$ cat config.mk
export PLATFORM = sky130hd
export DESIGN_NAME = serial_subtractor_16bit
export DESIGN_NICKNAME = d
export VERILOG_FILES = /design/src/rtl/serial_subtractor_16bit.sv
export SDC_FILE = /design/constraint.sdc
export NUM_CORES = 1
export LEC_CHECK = 0
export BUFFER_PORTS_ARGS = -buffer_cell sky130_fd_sc_hd__buf_4
export CORE_ASPECT_RATIO = 0.75
export CORE_UTILIZATION = 35
export CTS_CLUSTER_SIZE = 25
export DETAILED_ROUTE_END_ITERATION = 8
export PLACE_DENSITY = 0.54
export SYNTH_ARGS = -nofsm -noshare
export SYNTH_HDL_FRONTEND = slang
export SYNTH_SLANG_ARGS = --single-unit
$ cat constraint.sdc
create_clock -name clk -period 2.2 [get_ports clk]
set_input_delay 0.33 -clock clk [delete_from_list [all_inputs] [get_ports clk]]
set_output_delay 0.33 -clock clk [all_outputs]
set_load 0.005 [all_outputs]
$ cat src/rtl/serial_subtractor_16bit.sv
// Bit-serial subtractor: diff = a - b - borrow_in (mod 2^NUM_BITS), one bit
// per clock, LSB first, through a single full-subtractor cell. The final
// borrow-out is reported as underflow.
//
// state | meaning
// IDLE  | waiting for start; operands captured on an accepted start
// SHIFT | one difference bit produced per cycle, NUM_BITS cycles
// DONE  | result registered, done pulses for this single cycle
module serial_subtractor_16bit #(
    parameter int NUM_BITS = 16
) (
    input  logic                clk,
    input  logic                rst,
    input  logic                start,
    input  logic [NUM_BITS-1:0] a,
    input  logic [NUM_BITS-1:0] b,
    input  logic                borrow_in,
    output logic                busy,
    output logic                done,
    output logic [NUM_BITS-1:0] diff,
    output logic                underflow
);

    localparam int CW = $clog2(NUM_BITS) + 1;

    typedef enum logic [1:0] {
        IDLE  = 2'd0,
        SHIFT = 2'd1,
        DONE  = 2'd2
    } state_t;

    state_t              state;
    state_t              state_next;
    logic [CW-1:0]       count;
    logic [NUM_BITS-1:0] a_sr;
    logic [NUM_BITS-1:0] b_sr;
    logic [NUM_BITS-1:0] d_sr;
    logic                brw;
    logic                d_bit;
    logic                brw_next;
    logic                last_bit;

    // Full-subtractor cell on the current LSBs plus the running borrow.
    always_comb begin
        d_bit    = a_sr[0] ^ b_sr[0] ^ brw;
        brw_next = (~a_sr[0] & b_sr[0]) | (~(a_sr[0] ^ b_sr[0]) & brw);
        last_bit = (count == CW'(NUM_BITS - 1));
    end

    // State register.
    always_ff @(posedge clk) begin
        if (rst) begin
            state <= IDLE;
        end else begin
            state <= state_next;
        end
    end

    // Next-state logic; start is only honoured in IDLE.
    always_comb begin
        state_next = state;
        case (state)
            IDLE:    if (start) state_next = SHIFT;
            SHIFT:   if (last_bit) state_next = DONE;
            DONE:    state_next = IDLE;
            default: state_next = IDLE;
        endcase
    end

    // Datapath: operand capture, bit-serial shifting and result registration.
    // The result is loaded on the final shift edge from the fully shifted
    // value, so diff/underflow change exactly when done rises.
    always_ff @(posedge clk) begin
        if (rst) begin
            count     <= '0;
            a_sr      <= '0;
            b_sr      <= '0;
            d_sr      <= '0;
            brw       <= 1'b0;
            diff      <= '0;
            underflow <= 1'b0;
        end else begin
            case (state)
                IDLE: begin
                    if (start) begin
                        a_sr  <= a;
                        b_sr  <= b;
                        brw   <= borrow_in;
                        d_sr  <= '0;
                        count <= '0;
                    end
                end
                SHIFT: begin
                    a_sr  <= {1'b0, a_sr[NUM_BITS-1:1]};
                    b_sr  <= {1'b0, b_sr[NUM_BITS-1:1]};
                    d_sr  <= {d_bit, d_sr[NUM_BITS-1:1]};
                    brw   <= brw_next;
                    count <= count + CW'(1);
                    if (last_bit) begin
                        diff      <= {d_bit, d_sr[NUM_BITS-1:1]};
                        underflow <= brw_next;
                    end
                end
                default: begin
                end
            endcase
        end
    end

    // Status outputs decoded straight from the state register.
    always_comb begin
        busy = (state == SHIFT);
        done = (state == DONE);
    end

endmodule

---- Word-level counts from Yosys, hierarchy flattened ----
Cells that the tools add are included.
word-level totals
  flip-flop bits (word level) ............. 73
  bits of input ports ..................... 36
  output and inout port bits .............. 19
  logic and storage cells ................. 39
cells by class
  add/subtract/negate cells ............... 1
  equal/unequal tests ..................... 5
  muxes and demuxes ....................... 13
  bitwise gates (word level) .............. 7
  reduce and logical (&&, ||, !) cells .... 5
operators with widths
  operator                                                               count
  16-bit case mux with 2 select lines                                    3
  16-bit two-way mux                                                     3
  5-bit case mux with 2 select lines                                     1
  2-bit AND reduction                                                    3
  5-bit by 1-bit adder with 5-bit output, second input constant          1
  5-bit by 4-bit equality test with 1-bit output, second input constant  1
  5-bit two-way mux                                                      1
  2-bit two-way mux                                                      2
  2-bit case mux with 2 select lines                                     1
  1-bit bitwise AND                                                      2
  2-bit by 1-bit equality test with 1-bit output, second input constant  1
  2-bit equality test, second input constant                             1
  2-bit zero test                                                        1
  2-bit by 1-bit != test with 1-bit output, second input constant        1
  2-bit != test, second input constant                                   1
  1-bit NOT                                                              2
  1-bit case mux with 2 select lines                                     1
  2-bit nonzero test                                                     1
  1-bit bitwise XOR                                                      2
  1-bit two-way mux                                                      1
  1-bit bitwise OR                                                       1

---- Longest topological paths before layout ----
  depth after elaboration ................. 5
  mapped depth ............................ 8

---- Least setup slack after synthesis ----
No wires, ideal clock.
  path kind ............................... register to register
  from .................................... register count[0]
  to ...................................... register diff[10]
  library setup time ...................... 132 ps
  arrival time ............................ 1470 ps
  required time ........................... 2068 ps
  slack ................................... 597 ps
  cell stages (with the launch flop) ...... 9
  path buffers ............................ 2
  cell sequence ........................... dfxtp_1 -> ha_1 -> and3_1 -> ha_1 -> and3b_1 -> buf_2 -> buf_4 -> nand2_1 -> a21oi_1
on the way
  longest elaborated chain between the ends .. 2
ends and longest elaborated chain
  what                                            RTL line  text
  start, declared                                 34        logic [CW-1:0] count;
  start signal, assigned                          98        count <= count + CW'(1);
  5-bit by 4-bit equality test with 1-bit output  47        last_bit = (count == CW'(NUM_BITS - 1));
  2-bit AND reduction (no line)                   n/a
  end signal, assigned                            100       diff <= {d_bit, d_sr[NUM_BITS-1:1]};
  end, declared                                   20        output logic [NUM_BITS-1:0] diff,
No other way between the ends.
A chain may end at the register's enable or synchronous reset.

---- Worst setup path after layout ----
  from .................................... register state[0]
  to ...................................... output port busy
on the way
  longest elaborated chain between the ends .. 1
ends and longest elaborated chain
  what                                            RTL line  text
  start, declared                                 32        state_t state;
  start signal, assigned                          55        state <= state_next;
  2-bit by 1-bit equality test with 1-bit output  112       busy = (state == SHIFT);
  end, declared                                   18        output logic busy,
No other way between the ends.

==> flow_metrics.env <==
export IMPL_powerDensity_mw_per_mm2=824.8
export IMPL_dieWidth_um=113.5
export IMPL_end_kind="output pin"
export IMPL_tightest_slew_ns=0.4903
export IMPL_critical_path_buf_inv_count=3
export IMPL_antenna_found_initial=0
export IMPL_r2r_start="count[0]"
export IMPL_via_count=2801
export IMPL_fmax_ghz=0.5269
export IMPL_setup_tns_ns=0
export IMPL_areaGrowthSynthToFinish_pct=24.65
export IMPL_final_common_cell="dfxtp_1"
export IMPL_cap_violations=0
export IMPL_drive_above_1_share=0.2432
export IMPL_start_util=0.3609
export IMPL_synth_area_sq_mm=0.003264
export IMPL_ys_seq_area_frac=0.4415
export IMPL_syn_nets=438
export IMPL_p_int_mw=2.611
export IMPL_power_switching_mw=0.7447
export IMPL_grt_pass1_vias=2689
export IMPL_overflow=0
export IMPL_start_kind="flip-flop"
export IMPL_synth_edf_count=0
export IMPL_worstPathCellList="buf_4, nand2b_1, inv_2, buf_4"
export IMPL_drc=0
export IMPL_slew_violations=0
export IMPL_io_pins=55
export IMPL_min_path_cells=3
export IMPL_async_reset_ff_frac=0
export IMPL_critPathArrivalTime_ns=1.57
export IMPL_row_count=30
export IMPL_r2r_slack_ns=0.54
export IMPL_insertion_delay_ns=0.33
export IMPL_nFillCells=923
export IMPL_synthFlopType="dfxtp_1"
export IMPL_die_area_sq_mm=0.009721
export IMPL_yosysUniqueCellTypes=34
export IMPL_cts_setup_buffers=0
export IMPL_die_h_um=85.64
export IMPL_sequentialPowerShare=0.419
export IMPL_worstPathRequired_ns=1.87
export IMPL_cts_root_buffer="clkbuf_16"
export IMPL_r2r_cells=7
export IMPL_startpoint="state[0]"
export IMPL_grt_usage=0.1679
export IMPL_critPathKind="reg -> out"
export IMPL_vias_per_cell=4.897
export IMPL_first_pass_iters=4
export IMPL_wire_per_inst_um=13.20
export IMPL_cts_buffers=9
export IMPL_detail_route_antenna_nets=0
export IMPL_netlist_instances=399
export IMPL_path_clk_slew_ns=0.06
export IMPL_status="complete, no violations"
export IMPL_dp_hpwl_mm=4.677
export IMPL_critical_path_top_delay_family="buffers and inverters"
export IMPL_slowest_delay_ns=0.34
export IMPL_core_area_sq_mm=0.009046
export IMPL_grt_pass1_wl_mm=12.72
export IMPL_nets=478
export IMPL_ys_ff_latch=72
export IMPL_antenna_cells=0
export IMPL_total_power_mw=3.356
export IMPL_avgSynthCellArea_sq_um=8.181
export IMPL_hold_class="in -> reg"
export IMPL_wl_mm=7.553
export IMPL_switching_share=0.2219
export IMPL_power_frac_clock=0.482
export IMPL_crit_end="busy"
export IMPL_drtIter0Drc=104
export IMPL_ir_worst_vdd_v=0.0003849
export IMPL_clockBufferDepth=2
export IMPL_clock_sinks=72
export IMPL_finalClockSkew_ns=0.004471
export IMPL_p_comb_frac=0.099
export IMPL_path_max_fanout=20
export IMPL_p_leak_nw=1.661
export IMPL_synth_top_cell_by_area="dfxtp_1"
export IMPL_finalHoldViolations=0
export IMPL_ys_warnings_count=0
export IMPL_cp_common_cell="buf_4"
export IMPL_setup_viol=0
export IMPL_maxSlewHeadroom=0.6722
export IMPL_cts_hold_buffers_added=0
export IMPL_io_buffer_count=54
export IMPL_place_gp_congestion=0.7203
export IMPL_grt_max_degree=39
export IMPL_fin_crit_ns=1.898
export IMPL_final_period_utilization=0.8626
export IMPL_cp_depth=4
export IMPL_hp_start="b[15]"
export IMPL_cts_tree="built"
export IMPL_rsz0062_at_grt="false"
export IMPL_layout_common_cells="71 x dfxtp_1, 70 x nor2_1, 69 x a21oi_1"
export IMPL_reg2reg_to="underflow"
export IMPL_cts_resized_gates=0
export IMPL_synth_area_top_cells="dfxtp_1 44%, a21oi_1 11%, nor2_1 8.0%, o221a_2 6.6%, nand2_1 4.0%"
export IMPL_synth_top_area_frac=0.4415
export IMPL_h_tree_depth=3
export IMPL_cp_slowest_cell="dfxtp_1"
-- per-stage QoR --
step / instance area (sq um) / utilization / cells / setup slack, ns / hold WS [ns]
final: 4069 / 0.4498 / 572 / 0.3022 / 0.2918
after global routing: 4069 / 0.4498 / 572 / 0.2064 / 0.2883
after CTS: 4069 / 0.4498 / 572 / 0.2964 / 0.2762
after detailed placement: 3735 / 0.4129 / 556 / 0.5303 / 0.4494
after global placement: 3735 / 0.4129 / 556 / 0.5945 / 0.4453
after floorplan: 3264 / - / 399 / 0.5975 / 0.4315
-- area by class of cell --
type | count | area, sq um | area share
Multi-Input combinational cell | 270 | 1560 | 0.3835
Sequential cell | 72 | 1443 | 0.3546
Timing Repair Buffer | 63 | 485.5 | 0.1193
Clock buffer | 14 | 274.0 | 0.06734
Tap cell | 128 | 160.2 | 0.03936
Inverter | 23 | 86.33 | 0.02122
Clock inverter | 2 | 60.06 | 0.01476
-- flip-flops by register name (all words and copies together) (netlist names) --
signal and cells:
a_sr 16, b_sr 16, diff 16, d_sr 15
count 5, state 2, brw 1, underflow 1
-- routing by layer --
metal | GRT usage | vias to the layer above | wire length [um]
li1 | - | 1446 | -
met1 | 0.2239 | 1298 | 4000
met2 | 0.2506 | 48 | 3156
met3 | 0.05866 | 9 | 310
met4 | 0.06100 | 0 | 85
met5 | 0 | - | 0
-- kinds of logic after synthesis --
family,Yosys count,share of synthesized area
simple gates,151,0.2219
compound gates,116,0.2422
flops,72,0.4415
buf+inv,57,0.08049
fa+ha+maj,3,0.01380
-- cells in the mapped netlist (all sizes together) (2+ instances only) --
master  count
a211oi      3
a21oi      69
a22oi      16
buf        27
clkbuf      7
dfxtp      72
ha          2
inv        23
nand2      35
nand2b     12
nand3       2
nor2       70
nor2b       4
nor3       12
o221a      19
o22ai       2
or3b       11
-- tightest hold or removal path: cells and delay by family --
family | cells | cell delay (ns)
buffers and inverters | 1 | 0.08
AOI/OAI and AO/OA | 2 | 0.17
-- power by group through the flow --
stage / clock (mW) / combinational [mW] / sequential (mW)
after floorplan: 0 / 0.241 / 1.42
after global placement: 0 / 0.331 / 1.43
after detailed placement: 0 / 0.336 / 1.43
after CTS: 1.66 / 0.337 / 1.40
after global routing: 1.72 / 0.376 / 1.41
final: 1.62 / 0.333 / 1.41
-- worst min-delay path by stage --
| stage | slack [ns] | to |
|---|---|---|
| after floorplan | 0.43 | diff[0] |
| after global placement | 0.45 | diff[7] |
| after detailed placement | 0.45 | diff[13] |
| after CTS | 0.28 | b_sr[15] |
| after global routing | 0.29 | b_sr[15] |
| final | 0.29 | b_sr[15] |
Note: power is estimated with default switching activity, not from simulation.
